$ cat config.mk
export PLATFORM = sky130hd
export DESIGN_NAME = iob_csrs_master
export DESIGN_NICKNAME = d
export VERILOG_FILES = /design/src/rtl/iob_csrs_master.sv
export SDC_FILE = /design/constraint.sdc
export NUM_CORES = 1
export LEC_CHECK = 0
export ABC_AREA = 1
export CORE_ASPECT_RATIO = 0.5
export CORE_UTILIZATION = 44
export CTS_BUF_LIST = sky130_fd_sc_hd__clkbuf_4
export CTS_CLUSTER_SIZE = 24
export DETAILED_ROUTE_END_ITERATION = 10
export PLACE_DENSITY_LB_ADDON = 0.12
export SETUP_SLACK_MARGIN = 0.1
export SLEW_MARGIN = 25
export SYNTH_ARGS = -nofsm -noshare
export SYNTH_HDL_FRONTEND = slang
export SYNTH_SLANG_ARGS = --single-unit
$ cat constraint.sdc
create_clock -name clk_i -period 3.4 [get_ports clk_i]
set_input_delay 0.85 -clock clk_i [delete_from_list [all_inputs] [get_ports clk_i]]
set_output_delay 0.85 -clock clk_i [all_outputs]
set_load 0.03 [all_outputs]
$ cat src/rtl/iob_csrs_master.sv
// Single-outstanding IOb master: turns a command/response handshake into IOb CSR accesses.
// Optional response timeout is enabled by defining IOB_CSRS_MASTER_TIMEOUT_EN.
module iob_csrs_master #(
  parameter int ADDR_W  = 8,
  parameter int DATA_W  = 32,
  parameter int TIMEOUT = 256
) (
  input  logic                  clk_i,
  input  logic                  cke_i,
  input  logic                  arst_i,
  input  logic                  cmd_valid_i,
  output logic                  cmd_ready_o,
  input  logic [ADDR_W-1:0]     cmd_addr_i,
  input  logic [DATA_W-1:0]     cmd_wdata_i,
  input  logic [DATA_W/8-1:0]   cmd_wstrb_i,
  output logic                  iob_valid_o,
  output logic [ADDR_W-1:0]     iob_addr_o,
  output logic [DATA_W-1:0]     iob_wdata_o,
  output logic [DATA_W/8-1:0]   iob_wstrb_o,
  input  logic                  iob_ready_i,
  input  logic                  iob_rvalid_i,
  input  logic [DATA_W-1:0]     iob_rdata_i,
  output logic                  iob_rready_o,
  output logic                  resp_valid_o,
  output logic [DATA_W-1:0]     resp_rdata_o,
  output logic                  resp_err_o,
  input  logic                  resp_ready_i,
  output logic                  busy_o
);

  if ((TIMEOUT < 2) || (TIMEOUT > 65535)) begin : g_bad_timeout
    $error("iob_csrs_master: TIMEOUT must be within 2..65535");
  end

  typedef enum logic [1:0] {
    IDLE   = 2'd0,
    REQ    = 2'd1,
    WAIT_R = 2'd2,
    RESP   = 2'd3
  } state_t;

  state_t                state_q;
  logic                  cmd_rdy_q;
  logic                  busy_q;
  logic                  iob_valid_q;
  logic                  iob_rready_q;
  logic                  resp_valid_q;
  logic [ADDR_W-1:0]     iob_addr_q;
  logic [DATA_W-1:0]     iob_wdata_q;
  logic [DATA_W/8-1:0]   iob_wstrb_q;
  logic [DATA_W-1:0]     resp_rdata_q;

  logic                  cmd_hs_d;
  logic                  is_write_d;
  logic                  tmo_fire_d;

  assign cmd_hs_d   = cmd_valid_i & (state_q == IDLE);
  assign is_write_d = |iob_wstrb_q;

`ifdef IOB_CSRS_MASTER_TIMEOUT_EN
  localparam logic [15:0] TMO_LAST = 16'(TIMEOUT - 1);

  logic [15:0] cnt_q;
  logic        resp_err_q;

  // A real completion in the same cycle always wins over the timeout.
  assign tmo_fire_d = (cnt_q == TMO_LAST) &&
                      (((state_q == REQ) && !iob_ready_i) ||
                       ((state_q == WAIT_R) && !iob_rvalid_i));

  // Wait-cycle counter: cleared on command acceptance, runs through REQ and WAIT_R
  always_ff @(posedge clk_i or posedge arst_i) begin
    if (arst_i) begin
      cnt_q <= 16'd0;
    end else if (cke_i) begin
      if (cmd_hs_d) begin
        cnt_q <= 16'd0;
      end else if ((state_q == REQ) || (state_q == WAIT_R)) begin
        cnt_q <= cnt_q + 16'd1;
      end
    end
  end

  // Error flag: set when a transaction is closed by timeout, cleared by the next command
  always_ff @(posedge clk_i or posedge arst_i) begin
    if (arst_i) begin
      resp_err_q <= 1'b0;
    end else if (cke_i) begin
      if (tmo_fire_d) begin
        resp_err_q <= 1'b1;
      end else if (cmd_hs_d) begin
        resp_err_q <= 1'b0;
      end
    end
  end

  assign resp_err_o = resp_err_q;
`else
  assign tmo_fire_d = 1'b0;
  assign resp_err_o = 1'b0;
`endif

  // Transaction FSM with all handshake outputs registered
  always_ff @(posedge clk_i or posedge arst_i) begin
    if (arst_i) begin
      state_q      <= IDLE;
      cmd_rdy_q    <= 1'b1;
      busy_q       <= 1'b0;
      iob_valid_q  <= 1'b0;
      iob_rready_q <= 1'b0;
      resp_valid_q <= 1'b0;
      iob_addr_q   <= '0;
      iob_wdata_q  <= '0;
      iob_wstrb_q  <= '0;
      resp_rdata_q <= '0;
    end else if (cke_i) begin
      case (state_q)
        IDLE: begin
          if (cmd_hs_d) begin
            state_q     <= REQ;
            cmd_rdy_q   <= 1'b0;
            busy_q      <= 1'b1;
            iob_valid_q <= 1'b1;
            iob_addr_q  <= cmd_addr_i;
            iob_wdata_q <= cmd_wdata_i;
            iob_wstrb_q <= cmd_wstrb_i;
          end
        end
        REQ: begin
          if (iob_ready_i) begin
            iob_valid_q <= 1'b0;
            if (is_write_d) begin
              state_q      <= RESP;
              resp_valid_q <= 1'b1;
              resp_rdata_q <= '0;
            end else if (iob_rvalid_i) begin
              // Zero-latency read: data arrives with the request acceptance
              state_q      <= RESP;
              resp_valid_q <= 1'b1;
              resp_rdata_q <= iob_rdata_i;
            end else begin
              state_q      <= WAIT_R;
              iob_rready_q <= 1'b1;
            end
          end else if (tmo_fire_d) begin
            state_q      <= RESP;
            iob_valid_q  <= 1'b0;
            resp_valid_q <= 1'b1;
            resp_rdata_q <= '0;
          end
        end
        WAIT_R: begin
          if (iob_rvalid_i) begin
            state_q      <= RESP;
            iob_rready_q <= 1'b0;
            resp_valid_q <= 1'b1;
            resp_rdata_q <= iob_rdata_i;
          end else if (tmo_fire_d) begin
            state_q      <= RESP;
            iob_rready_q <= 1'b0;
            resp_valid_q <= 1'b1;
            resp_rdata_q <= '0;
          end
        end
        RESP: begin
          if (resp_ready_i) begin
            state_q      <= IDLE;
            cmd_rdy_q    <= 1'b1;
            busy_q       <= 1'b0;
            resp_valid_q <= 1'b0;
          end
        end
        default: begin
          state_q      <= IDLE;
          cmd_rdy_q    <= 1'b1;
          busy_q       <= 1'b0;
          iob_valid_q  <= 1'b0;
          iob_rready_q <= 1'b0;
          resp_valid_q <= 1'b0;
        end
      endcase
    end
  end

  // The command port is closed for as long as reset is held
  assign cmd_ready_o  = cmd_rdy_q & ~arst_i;
  assign busy_o       = busy_q;
  assign iob_valid_o  = iob_valid_q;
  assign iob_addr_o   = iob_addr_q;
  assign iob_wdata_o  = iob_wdata_q;
  assign iob_wstrb_o  = iob_wstrb_q;
  assign iob_rready_o = iob_rready_q;
  assign resp_valid_o = resp_valid_q;
  assign resp_rdata_o = resp_rdata_q;

endmodule

==> run_results.csv <==
group,metric,value,unit
route,vias_per_cell,4.80,
worst_setup_path,r2r-start,"state_q[1]$_DFFE_PP0P_",
sta,fmax,335,MHz
synthesis,synth_edf_count,0,
floorplanning,io_pins,165,
synthesis,avgSynthCellArea,7.91,µm²
global_route,track_usage,0.224,
synthesis,synth_top_area_frac,0.518,
flow_run,maxCapViolCount,0,
global_route,grt_start_max_net_pins,59,
sta,tightest_slew,0.718,ns
global_route,grt_antenna_before_repair,0,
sta,rsz0062_at_grt,"false",
synthesis,async_reset_ff_frac,1.00,
finish,fill_cells,778,
clock_tree,clock_tree.htree_level_count,3,
synthesis,ys_seq_area_frac,0.524,
global_route,grt_pass1_vias,3412,
floorplanning,core_area,8740,µm²
route,wl_per_cell,13.2,µm
sta,setup_tns,0,ns
finish,antenna_cells,0,
synthesis,synth_seq_cells,83,
worst_setup_path,rr_endpoint,"resp_rdata_o[0]$_DFFE_PP0P_",
finish,layout-drive-gt1-share,0.0458,
sta,finalSetupViolCount,0,
clock_tree,cts_buffer_depth,2,
sta,slew_headroom,0.520,
clock_tree,clock-root-buffer,"clkbuf_4",
floorplanning,start_util,0.454,
synthesis,yosysUniqueCellTypes,27,
sta,hold_violations,0,
worst_setup_path,start_kind,"input port",
floorplanning,die_y,69.1,µm
worst_setup_path,cp_max_fo,2,
hold_path,hold_path.class,"flip-flop to flip-flop",
clock_tree,cts_hold_buf,0,
route,drtIter0Drc,237,
synthesis,post-synth-top-area-cell,"dfrtp_1",
route,post-route-drc-count,0,
worst_setup_path,cp-startpoint,"arst_i",
sta,fin_crit_sh,0.878,
power_and_ir_drop,ir_worst_vdd,0.000515,V
clock_tree,cts_buffers,9,
route,drt_wl_total,10200,µm
run_status,outcome,"finished clean",
sta,clock_skew,0.0183,ns
global_route,grt_overflow_total,0,
power_and_ir_drop,power,5.24,mW
worst_setup_path,critPathCaptureType,"primary output",
synthesis,synth_common_cells,"nand2_1 (311), dfrtp_1 (82), a22oi_1 (32)",
sta,slew_violations,0,
clock_tree,clock_latency,0.43,ns
worst_setup_path,critPathArrivalTime,2.14,ns
synthesis,ys.flop_type,"dfrtp_1",
power_and_ir_drop,p_leak,2.80,nW
clock_tree,cts_setup_buffers,0,
place,portBuffers,163,
synthesis,syn_nets,589,
worst_setup_path,setup.worst_path.class,"input port to primary output",
worst_setup_path,critical_path.endpoint,"cmd_ready_o",
route,antenna_left,0,
worst_setup_path,ff2ff_path_depth,7,
synthesis,netlist_area,3970,µm²
place,pre_cts_ws,0.401,ns
clock_tree,clk_pin_slew,0.12,ns
worst_setup_path,crit_required,2.55,ns
global_route,grt_pass1_wl,16600,µm
synthesis,yosys-top-cells-area,"dfrtp_1 (52%), nand2_1 (29%), a22oi_1 (6.1%)",
floorplanning,placementRows,24,
sta,fin_ws,0.415,ns
worst_setup_path,reg2reg_slack,1.43,ns
floorplanning,die_w,136,µm
clock_tree,cts_sinks,83,
route,drtPass1Iterations,4,
place,hpwlAfterDp,6660,µm
floorplanning,fp.dieArea,9420,µm²
synthesis,synth_most_common_cell,"nand2_1",
finish,fin_util,0.658,
sta,period_needed,2.99,ns
route,vias,3702,
clock_tree,cts_resized,0,
synthesis,ys_warn_count,0,
place,gp_congestion,0.790,
synthesis,syn_inst,501,
finish,fin_nets,739,
finish,final_area,5750,µm²
power_and_ir_drop,powerDensity,911,nW/µm²
clock_tree,cts_tree,"built",
finish,syn2layout_area_growth,45.1,%
place,placed_area,5600,µm²
-- critical path: stages --
cell,delay (ns)
clkdlybuf4s50_1,0.46
nor2_1,0.12
clkdlybuf4s50_1,0.71
-- layout make-up --
class | count | area [µm²] | share of cell area
Sequential cell | 83 | 2080 | 0.361
Timing Repair Buffer | 167 | 1670 | 0.291
Clock inverter | 6 | 81.3 | 0.0141
Tap cell | 117 | 146 | 0.0255
Multi-Input combinational cell | 377 | 1650 | 0.287
Inverter | 13 | 53.8 | 0.00935
Clock buffer | 9 | 67.6 | 0.0117
-- power by group --
group          switching [mW]  internal (mW)  leakage, nW  total [mW]
clock                   0.337          0.290       0.0792       0.626
sequential              0.292           1.42         1.06        1.71
combinational            1.77           1.13         1.66        2.90
total                    2.40           2.84         2.80        5.24
-- metrics by stage --
stage	hold WS [ns]	instances
2_1_floorplan	0.473	501
3_3_place_gp	0.461	757
3_5_place_dp	0.464	757
4_1_cts	0.497	772
5_1_grt	0.521	772
6_report	0.492	772
-- flip-flops by register name, summed over array words and instances, names as in the netlist --
signal	flops
resp_rdata_o	32
resp_valid_o	1
iob_addr_o	8
iob_valid_o	1
cmd_rdy_q	1
busy_o	1
iob_wdata_o	32
iob_wstrb_o	4
state_q	2
iob_rready_o	1
-- layout by cell type, fill, tap and decap left out, types with 4 or more instances in the layout --
| cell type | instances |
|---|---|
| nand2_1 | 311 |
| clkdlybuf4s50_1 | 163 |
| dfrtp_1 | 82 |
| a22oi_1 | 32 |
| clkbuf_4 | 9 |
| inv_1 | 8 |
| nor2_1 | 6 |
| o21ai_0 | 6 |
| ha_1 | 5 |
| clkinv_2 | 4 |
| nand3_1 | 4 |
-- worst min-delay path by stage --
stage                                startpoint                           to  slack (ns)  cells past startpoint
floorplan                 cmd_rdy_q$_DFFE_PP1P_        cmd_rdy_q$_DFFE_PP1P_        0.47                      2
global placement    iob_wdata_o[18]$_DFFE_PP0P_  iob_wdata_o[18]$_DFFE_PP0P_        0.46                      2
detailed placement   iob_wdata_o[8]$_DFFE_PP0P_   iob_wdata_o[8]$_DFFE_PP0P_        0.46                      2
CTS                 iob_wdata_o[24]$_DFFE_PP0P_  iob_wdata_o[24]$_DFFE_PP0P_        0.50                      2
global route        iob_wdata_o[25]$_DFFE_PP0P_  iob_wdata_o[25]$_DFFE_PP0P_        0.52                      2
finish              iob_wdata_o[25]$_DFFE_PP0P_  iob_wdata_o[25]$_DFFE_PP0P_        0.49                      2
-- metal layers --
metal  up-vias  track usage  routed length, µm
li1       1853            -                  -
met1      1725        0.295               4630
met2       115        0.338               4520
met3         9        0.104                951
met4         0       0.0457                 79
met5         -            0                  0
-- kinds of logic after synthesis --
group	count (synthesis)	synth area share
AO/OA/AOI/OAI	41	0.0726
adder cells (fa/ha/maj)	5	0.0158
buffers and inverters	41	0.0596
flip-flops	83	0.524
other	1	0.000946
AND/OR/NAND/NOR	330	0.327
No activity file was read; power rests on OpenSTA's default activity.
